`src/rtl/rf68000_addsub_seq_if.sv`:
```
// Operand/result bundle for the byte-serial ADD/SUB sequencer.
// abort_i exists only when RF68000_ADDSEQ_ABORT_EN is defined.
interface rf68000_addsub_seq_if;
   logic        start_i;
   logic        op_i;
   logic [1:0]  sz_i;
   logic        ext_i;
   logic        xin_i;
   logic        zin_i;
   logic [31:0] a_i;
   logic [31:0] b_i;
`ifdef RF68000_ADDSEQ_ABORT_EN
   logic        abort_i;
`endif
   logic        busy_o;
   logic        done_o;
   logic [31:0] res_o;
   logic        x_o, n_o, z_o, v_o, c_o;

   modport master (
`ifdef RF68000_ADDSEQ_ABORT_EN
      output abort_i,
`endif
      output start_i, op_i, sz_i, ext_i, xin_i, zin_i, a_i, b_i,
      input  busy_o, done_o, res_o, x_o, n_o, z_o, v_o, c_o
   );

   modport slave (
`ifdef RF68000_ADDSEQ_ABORT_EN
      input  abort_i,
`endif
      input  start_i, op_i, sz_i, ext_i, xin_i, zin_i, a_i, b_i,
      output busy_o, done_o, res_o, x_o, n_o, z_o, v_o, c_o
   );
endinterface

```
`src/rtl/rf68000_addsub_seq.sv`:
```
// Byte-serial ADD/SUB/ADDX/SUBX sequencer producing 68000 CCR flags X,N,Z,V,C.
// Optional cancel input enabled by defining RF68000_ADDSEQ_ABORT_EN.
module rf68000_addsub_seq (
   input logic                  clk_i,
   input logic                  rst_ni,
   rf68000_addsub_seq_if.slave  bus
);
   typedef enum logic [1:0] {StIdle, StRun, StDone} state_e;

   state_e      r_state, w_state_d;
   logic        r_op, r_ext, r_zin, r_carry;
   logic [1:0]  r_idx, r_last;
   logic [31:0] r_a, r_b, r_res;
   logic        r_x, r_n, r_z, r_v, r_c;

   logic        w_abort, w_start, w_last, w_busy, w_done, w_zero, w_vo;
   logic [7:0]  w_da, w_db;
   logic [8:0]  w_sum;
   logic [31:0] w_res, w_mask;

`ifdef RF68000_ADDSEQ_ABORT_EN
   assign w_abort = bus.abort_i & (r_state != StIdle);
`else
   assign w_abort = 1'b0;
`endif

   assign w_start = (r_state == StIdle) & bus.start_i;
   assign w_last  = (r_state == StRun) & (r_idx == r_last);
   assign w_da    = r_a[{r_idx, 3'b000} +: 8];
   assign w_db    = r_b[{r_idx, 3'b000} +: 8];

   // Byte adder/subtractor; bit 8 is carry out (add) or borrow out (sub).
   always_comb begin
      if (r_op) begin
         w_sum = {1'b0, w_da} - {1'b0, w_db} - {8'd0, r_carry};
         w_vo  = (w_da[7] != w_db[7]) & (w_sum[7] != w_da[7]);
      end else begin
         w_sum = {1'b0, w_da} + {1'b0, w_db} + {8'd0, r_carry};
         w_vo  = (w_da[7] == w_db[7]) & (w_sum[7] != w_da[7]);
      end
   end

   always_comb begin
      w_res = r_res;
      w_res[{r_idx, 3'b000} +: 8] = w_sum[7:0];
      unique case (r_last)
         2'd0:    w_mask = 32'h0000_00FF;
         2'd1:    w_mask = 32'h0000_FFFF;
         default: w_mask = 32'hFFFF_FFFF;
      endcase
      w_zero = ~|(w_res & w_mask);
   end

   always_ff @(posedge clk_i or negedge rst_ni) begin
      if (!rst_ni) r_state <= StIdle;
      else         r_state <= w_state_d;
   end

   always_comb begin
      w_state_d = r_state;
      w_busy    = (r_state != StIdle);
      w_done    = 1'b0;
      unique case (r_state)
         StIdle: if (w_start) w_state_d = StRun;
         StRun: begin
            if (w_abort)     w_state_d = StIdle;
            else if (w_last) w_state_d = StDone;
         end
         StDone: begin
            w_done    = ~w_abort;
            w_state_d = StIdle;
         end
         default: w_state_d = StIdle;
      endcase
   end

   always_ff @(posedge clk_i or negedge rst_ni) begin
      if (!rst_ni) begin
         r_op    <= 1'b0;
         r_ext   <= 1'b0;
         r_zin   <= 1'b0;
         r_carry <= 1'b0;
         r_idx   <= 2'd0;
         r_last  <= 2'd0;
         r_a     <= 32'd0;
         r_b     <= 32'd0;
         r_res   <= 32'd0;
         r_x     <= 1'b0;
         r_n     <= 1'b0;
         r_z     <= 1'b0;
         r_v     <= 1'b0;
         r_c     <= 1'b0;
      end else if (w_start) begin
         r_op    <= bus.op_i;
         r_ext   <= bus.ext_i;
         r_zin   <= bus.zin_i;
         r_carry <= bus.ext_i & bus.xin_i;
         r_idx   <= 2'd0;
         r_last  <= (bus.sz_i == 2'b00) ? 2'd0 : (bus.sz_i == 2'b01) ? 2'd1 : 2'd3;
         r_a     <= bus.a_i;
         r_b     <= bus.b_i;
         r_res   <= bus.a_i;
      end else if ((r_state == StRun) && !w_abort) begin
         r_res   <= w_res;
         r_carry <= w_sum[8];
         r_idx   <= r_idx + 2'd1;
         if (w_last) begin
            r_x <= w_sum[8];
            r_c <= w_sum[8];
            r_v <= w_vo;
            r_n <= w_sum[7];
            // Extended ops only clear Z, never set it.
            r_z <= w_zero & (~r_ext | r_zin);
         end
      end
   end

   assign bus.busy_o = w_busy;
   assign bus.done_o = w_done;
   assign bus.res_o  = r_res;
   assign bus.x_o    = r_x;
   assign bus.n_o    = r_n;
   assign bus.z_o    = r_z;
   assign bus.v_o    = r_v;
   assign bus.c_o    = r_c;
endmodule

```
`src/flat_wrapper.sv`:
```
// flat-port wrapper written by rule: the top's interface ports become plain ports
module rf68000_addsub_seq_flat 
  (clk_i, rst_ni, bus_start_i, bus_op_i, bus_sz_i, bus_ext_i, bus_xin_i, bus_zin_i, bus_a_i, bus_b_i, bus_busy_o, bus_done_o, bus_res_o, bus_x_o, bus_n_o, bus_z_o, bus_v_o, bus_c_o);
  rf68000_addsub_seq_if bus_i ();
  input logic clk_i;
  input logic rst_ni;
  input wire logic [$bits(bus_i.start_i)-1:0] bus_start_i;
  input wire logic [$bits(bus_i.op_i)-1:0] bus_op_i;
  input wire logic [$bits(bus_i.sz_i)-1:0] bus_sz_i;
  input wire logic [$bits(bus_i.ext_i)-1:0] bus_ext_i;
  input wire logic [$bits(bus_i.xin_i)-1:0] bus_xin_i;
  input wire logic [$bits(bus_i.zin_i)-1:0] bus_zin_i;
  input wire logic [$bits(bus_i.a_i)-1:0] bus_a_i;
  input wire logic [$bits(bus_i.b_i)-1:0] bus_b_i;
  output wire logic [$bits(bus_i.busy_o)-1:0] bus_busy_o;
  output wire logic [$bits(bus_i.done_o)-1:0] bus_done_o;
  output wire logic [$bits(bus_i.res_o)-1:0] bus_res_o;
  output wire logic [$bits(bus_i.x_o)-1:0] bus_x_o;
  output wire logic [$bits(bus_i.n_o)-1:0] bus_n_o;
  output wire logic [$bits(bus_i.z_o)-1:0] bus_z_o;
  output wire logic [$bits(bus_i.v_o)-1:0] bus_v_o;
  output wire logic [$bits(bus_i.c_o)-1:0] bus_c_o;
  assign bus_i.start_i = bus_start_i;
  assign bus_i.op_i = bus_op_i;
  assign bus_i.sz_i = bus_sz_i;
  assign bus_i.ext_i = bus_ext_i;
  assign bus_i.xin_i = bus_xin_i;
  assign bus_i.zin_i = bus_zin_i;
  assign bus_i.a_i = bus_a_i;
  assign bus_i.b_i = bus_b_i;
  assign bus_busy_o = bus_i.busy_o;
  assign bus_done_o = bus_i.done_o;
  assign bus_res_o = bus_i.res_o;
  assign bus_x_o = bus_i.x_o;
  assign bus_n_o = bus_i.n_o;
  assign bus_z_o = bus_i.z_o;
  assign bus_v_o = bus_i.v_o;
  assign bus_c_o = bus_i.c_o;
  rf68000_addsub_seq u_core (.clk_i(clk_i), .rst_ni(rst_ni), .bus(bus_i));
endmodule
```
`config.mk`:
```
export PLATFORM = sky130hd
export DESIGN_NAME = rf68000_addsub_seq_flat
export DESIGN_NICKNAME = d
export VERILOG_FILES = /design/src/rtl/rf68000_addsub_seq_if.sv /design/src/rtl/rf68000_addsub_seq.sv /design/src/flat_wrapper.sv
export SDC_FILE = /design/constraint.sdc
export NUM_CORES = 1
export LEC_CHECK = 0
export CELL_PAD_IN_SITES_DETAIL_PLACEMENT = 0
export CELL_PAD_IN_SITES_GLOBAL_PLACEMENT = 1
export CORE_ASPECT_RATIO = 0.7
export CORE_MARGIN = 2
export CORE_UTILIZATION = 40
export DETAILED_ROUTE_END_ITERATION = 8
export GPL_ROUTABILITY_DRIVEN = 1
export GPL_TIMING_DRIVEN = 0
export HOLD_SLACK_MARGIN = 0.12
export PLACE_DENSITY = 0.87
export SYNTH_ARGS = -nofsm -noshare
export SYNTH_HDL_FRONTEND = slang
export SYNTH_SLANG_ARGS = --single-unit
export TNS_END_PERCENT = 20
```
`constraint.sdc`:
```
create_clock -name clk_i -period 5.35 [get_ports clk_i]
set_input_delay 1.3375 -clock clk_i [delete_from_list [all_inputs] [get_ports clk_i]]
set_output_delay 1.3375 -clock clk_i [all_outputs]
set_load 0.02 [all_outputs]
```
==> impl_metrics.xml <==
<?xml version="1.0" encoding="UTF-8"?>
<metrics>
  <group name="critical_path">
    <metric name="path_delay_family" unit="">simple AND/OR/NAND/NOR gates</metric>
    <metric name="crit_chain" unit="">buf_2 &gt; buf_1 &gt; mux4_2 &gt; fa_1 &gt; fa_1 &gt; nand2b_1 &gt; a2111o_1 &gt; and4_1 &gt; nor4_2 &gt; o21bai_1 &gt; a211oi_2 &gt; a21boi_1 &gt; o311ai_2</metric>
    <metric name="worstPathRequired" unit="ns">5.58</metric>
    <metric name="crit_start" unit="">u_core.r_idx[1]</metric>
    <metric name="critPathMaxFanout" unit="">10</metric>
    <metric name="worst_setup_path_start_kind" unit="">register</metric>
    <metric name="cp.buffers_inverters" unit="">2</metric>
    <metric name="r2r-start" unit="">u_core.r_idx[1]</metric>
    <metric name="end_kind" unit="">register</metric>
    <metric name="critical-path-max-stage-delay" unit="ns">0.87</metric>
    <metric name="crit_path_frequent_cell" unit="">sky130_fd_sc_hd__fa_1</metric>
    <metric name="crit_type" unit="">register to register</metric>
    <metric name="critical_path.slowest_cell" unit="">sky130_fd_sc_hd__nor4_2</metric>
    <metric name="worst_ep_arrival_time" unit="ns">5.40</metric>
  </group>
  <group name="layout">
    <metric name="final_common_cell" unit="">sky130_fd_sc_hd__nand2_1</metric>
    <metric name="syn_to_final_growth" unit="%">26.67</metric>
    <metric name="n_fill_cell" unit="">1454</metric>
    <metric name="layout_cells_sized_above_1" unit="%">7.448</metric>
    <metric name="final_core_utilization" unit="%">51.49</metric>
    <metric name="mostFrequentLayoutCells" unit="">sky130_fd_sc_hd__nand2_1, sky130_fd_sc_hd__clkdlybuf4s50_1, sky130_fd_sc_hd__dfrtp_1, sky130_fd_sc_hd__o21ai_0, sky130_fd_sc_hd__inv_1</metric>
    <metric name="num-nets-final" unit="">915</metric>
    <metric name="post-route-cell-area" unit="µm²">7933</metric>
  </group>
  <group name="timing">
    <metric name="layout_min_cycle_time" unit="ns">5.173</metric>
    <metric name="worstMarginPinSlew" unit="ns">1.099</metric>
    <metric name="achievable-frequency" unit="GHz">0.1933</metric>
    <metric name="fin_skew" unit="ns">0.01100</metric>
    <metric name="finalHoldWorstSlack" unit="ns">0.4764</metric>
    <metric name="unrepaired_setup_endpoints_after_global_routing" unit="">false</metric>
    <metric name="final.period_utilization" unit="%">96.69</metric>
    <metric name="max-slew-margin-rel" unit="%">26.20</metric>
    <metric name="slew_viol_final" unit="">0</metric>
    <metric name="least_setup_slack_across_all_paths_after_layout" unit="ns">0.1770</metric>
    <metric name="final_hold_viol_count" unit="">0</metric>
    <metric name="setup_viol_count_final" unit="">0</metric>
  </group>
  <group name="grt">
    <metric name="grt_antenna_before_repair" unit="">1</metric>
    <metric name="grt_pass1_vias" unit="">5420</metric>
    <metric name="grt_start_max_net_pins" unit="">72</metric>
    <metric name="global_route.overflow_total" unit="">0</metric>
    <metric name="globalRouteTotalUtil" unit="%">24.90</metric>
    <metric name="grt_pass1_wl" unit="µm">31400</metric>
  </group>
  <group name="routing">
    <metric name="drc" unit="">0</metric>
    <metric name="antenna_violation_net_count_after_detailed_routing" unit="">0</metric>
    <metric name="drt-vias-per-instance" unit="">5.518</metric>
    <metric name="drt-pass1-iter-count" unit="">8</metric>
    <metric name="num_vias" unit="">5628</metric>
    <metric name="routed_wl" unit="µm">20190</metric>
    <metric name="detail_route.iter0.violations" unit="">610</metric>
    <metric name="dr_wl_cell" unit="µm">19.79</metric>
  </group>
  <group name="yosys">
    <metric name="postSynth.asyncResetShare" unit="%">100.0</metric>
    <metric name="synth-main-ff-cell" unit="">sky130_fd_sc_hd__dfrtp_1</metric>
    <metric name="yosysUniqueCellTypes" unit="">72</metric>
    <metric name="syn-mean-instance-area" unit="µm²">9.050</metric>
    <metric name="synthTopCellsByArea" unit="">sky130_fd_sc_hd__dfrtp_1, sky130_fd_sc_hd__nand2_1, sky130_fd_sc_hd__mux4_2, sky130_fd_sc_hd__ha_1, sky130_fd_sc_hd__o21ai_0</metric>
    <metric name="postSynthRegisterBits" unit="">110</metric>
    <metric name="synthDominantAreaCellType" unit="">sky130_fd_sc_hd__dfrtp_1</metric>
    <metric name="synth.yosys.warnings" unit="">0</metric>
    <metric name="synth_edf_count" unit="">0</metric>
    <metric name="synth-seq-area-share" unit="%">43.96</metric>
    <metric name="synth_nets" unit="">793</metric>
    <metric name="netlist.area_leader.share" unit="%">43.96</metric>
    <metric name="post_synth_inst_count" unit="">692</metric>
    <metric name="syn-cell-area" unit="µm²">6262</metric>
  </group>
  <group name="placement">
    <metric name="place_area" unit="µm²">7652</metric>
    <metric name="dpl.hpwl" unit="µm">15420</metric>
    <metric name="finalWeightedCongestion" unit="">0.9852</metric>
    <metric name="port_buffers" unit="">111</metric>
    <metric name="dpl_worst_slack" unit="ns">-0.2119</metric>
  </group>
  <group name="floorplan">
    <metric name="num_rows" unit="">38</metric>
    <metric name="top_level_ports" unit="">112</metric>
    <metric name="die_y" unit="µm">108.7</metric>
    <metric name="initial_utilization" unit="%">40.65</metric>
    <metric name="die_area" unit="µm²">16690</metric>
    <metric name="dieWidth" unit="µm">153.6</metric>
    <metric name="core" unit="µm²">15400</metric>
  </group>
  <group name="run">
    <metric name="maxCapViolCount" unit="">0</metric>
  </group>
  <group name="cts">
    <metric name="tritoncts" unit="">done</metric>
    <metric name="clock_tree.buffer_depth" unit="">2</metric>
    <metric name="clk_pin_slew_worst_paths" unit="ns">0.08</metric>
    <metric name="h_tree_levels" unit="">3</metric>
    <metric name="cts_buffers" unit="">9</metric>
    <metric name="cts_root_buf" unit="">sky130_fd_sc_hd__clkbuf_16</metric>
    <metric name="post_cts.repair.setup_buffers" unit="">0</metric>
    <metric name="clk_latency" unit="ns">0.36</metric>
    <metric name="clkSinkCount" unit="">110</metric>
  </group>
  <group name="hold_path">
    <metric name="hp-start" unit="">u_core.r_a[20]</metric>
    <metric name="hp-class" unit="">register to register</metric>
  </group>
  <group name="outcome">
    <metric name="status" unit="">completed</metric>
  </group>
</metrics>
cell usage after synthesis, types with 5 or more instances:
cell	instances
sky130_fd_sc_hd__nand2_1	238
sky130_fd_sc_hd__dfrtp_1	110
sky130_fd_sc_hd__inv_1	34
sky130_fd_sc_hd__o21ai_0	34
sky130_fd_sc_hd__ha_1	24
sky130_fd_sc_hd__nor2_1	23
sky130_fd_sc_hd__clkbuf_1	22
sky130_fd_sc_hd__a21boi_0	18
sky130_fd_sc_hd__a21oi_1	18
sky130_fd_sc_hd__mux4_2	16
sky130_fd_sc_hd__nor2b_1	13
sky130_fd_sc_hd__mux2_2	9
sky130_fd_sc_hd__xnor2_1	9
sky130_fd_sc_hd__nand2b_1	6
sky130_fd_sc_hd__nor3_1	6
sky130_fd_sc_hd__buf_1	5
sky130_fd_sc_hd__o21ai_1	5
metal layers:
layer / global-route usage, % / vias up / wire [µm]
li1: - / 2605 / -
met1: 38.84 / 2736 / 9853
met2: 34.98 / 264 / 8199
met3: 6.081 / 23 / 1859
met4: 5.046 / 0 / 273
met5: 0 / - / 0
flip-flops by register name, indices dropped and copies added (netlist names):
| name | flops |
|---|---|
| u_core.bus.x_o | 1 |
| u_core.r_last | 2 |
| u_core.bus.n_o | 1 |
| u_core.bus.res_o | 32 |
| u_core.r_op | 1 |
| u_core.r_idx | 2 |
| u_core.r_state | 2 |
| u_core.r_zin | 1 |
| u_core.r_a | 32 |
| u_core.bus.v_o | 1 |
| u_core.bus.z_o | 1 |
| u_core.r_carry | 1 |
| u_core.r_b | 32 |
| u_core.r_ext | 1 |
metrics by stage:
step | cells | TNS, ns
after floorplan | 692 | 0
after global placement | 1003 | -155.94
after detailed placement | 1004 | -0.3295
after CTS | 1019 | 0
after global routing | 1019 | 0
final | 1020 | 0
worst paths after layout:
path | end | slack, ns | cells after the start
min | u_core.r_a[20] | 0.48 | 2
min in group asynchronous | u_core.bus.res_o[1] | 0.89 | 1
max reg2reg | u_core.bus.z_o | 0.18 | 13
max | u_core.bus.z_o | 0.18 | 13
min reg2reg | u_core.r_a[20] | 0.48 | 2
max in group asynchronous | u_core.r_b[1] | 3.76 | 2
worst min-delay path, cell delays in order (launching register included):
cell	delay [ns]
sky130_fd_sc_hd__dfrtp_1	0.34
sky130_fd_sc_hd__nand2_1	0.05
sky130_fd_sc_hd__nand2_1	0.05
logic make-up (layout without fill, tap and decap cells):
family | after synthesis | after routing | share of synthesized area (%)
and+or+nand+nor | 320 | 320 | 22.10
AOI/OAI and AO/OA | 125 | 125 | 13.79
DFF | 110 | 110 | 43.96
buffers and inverters | 68 | 195 | 4.336
muxes | 29 | 29 | 8.072
adders and majority gates | 28 | 28 | 6.074
xor gates and xnor gates | 12 | 12 | 1.678
other | 0 | 1 | 0
area by class of cell:
type                    instances  area (µm²)  area share [%]
multi-input cells             514        3238           40.82
flip-flops and latches        110        2753           34.70
repair buffers                112        1140           14.37
well taps                     200       250.2           3.155
clock buffers                  10       229.0           2.886
plain buffers                  32       136.4           1.719
inverters                      35       131.4           1.656
clock inverters                 6       52.55          0.6625
diodes                          1       2.502         0.03155
timing repair:
item	CTS	global route
hold buffers	0	0
endpoints found under the setup margin	2	0
resized for setup	0	0
Power is left out: the tool's default activity adds up to more than one toggle a clock period on the data nets, which glitch-free logic cannot reach.
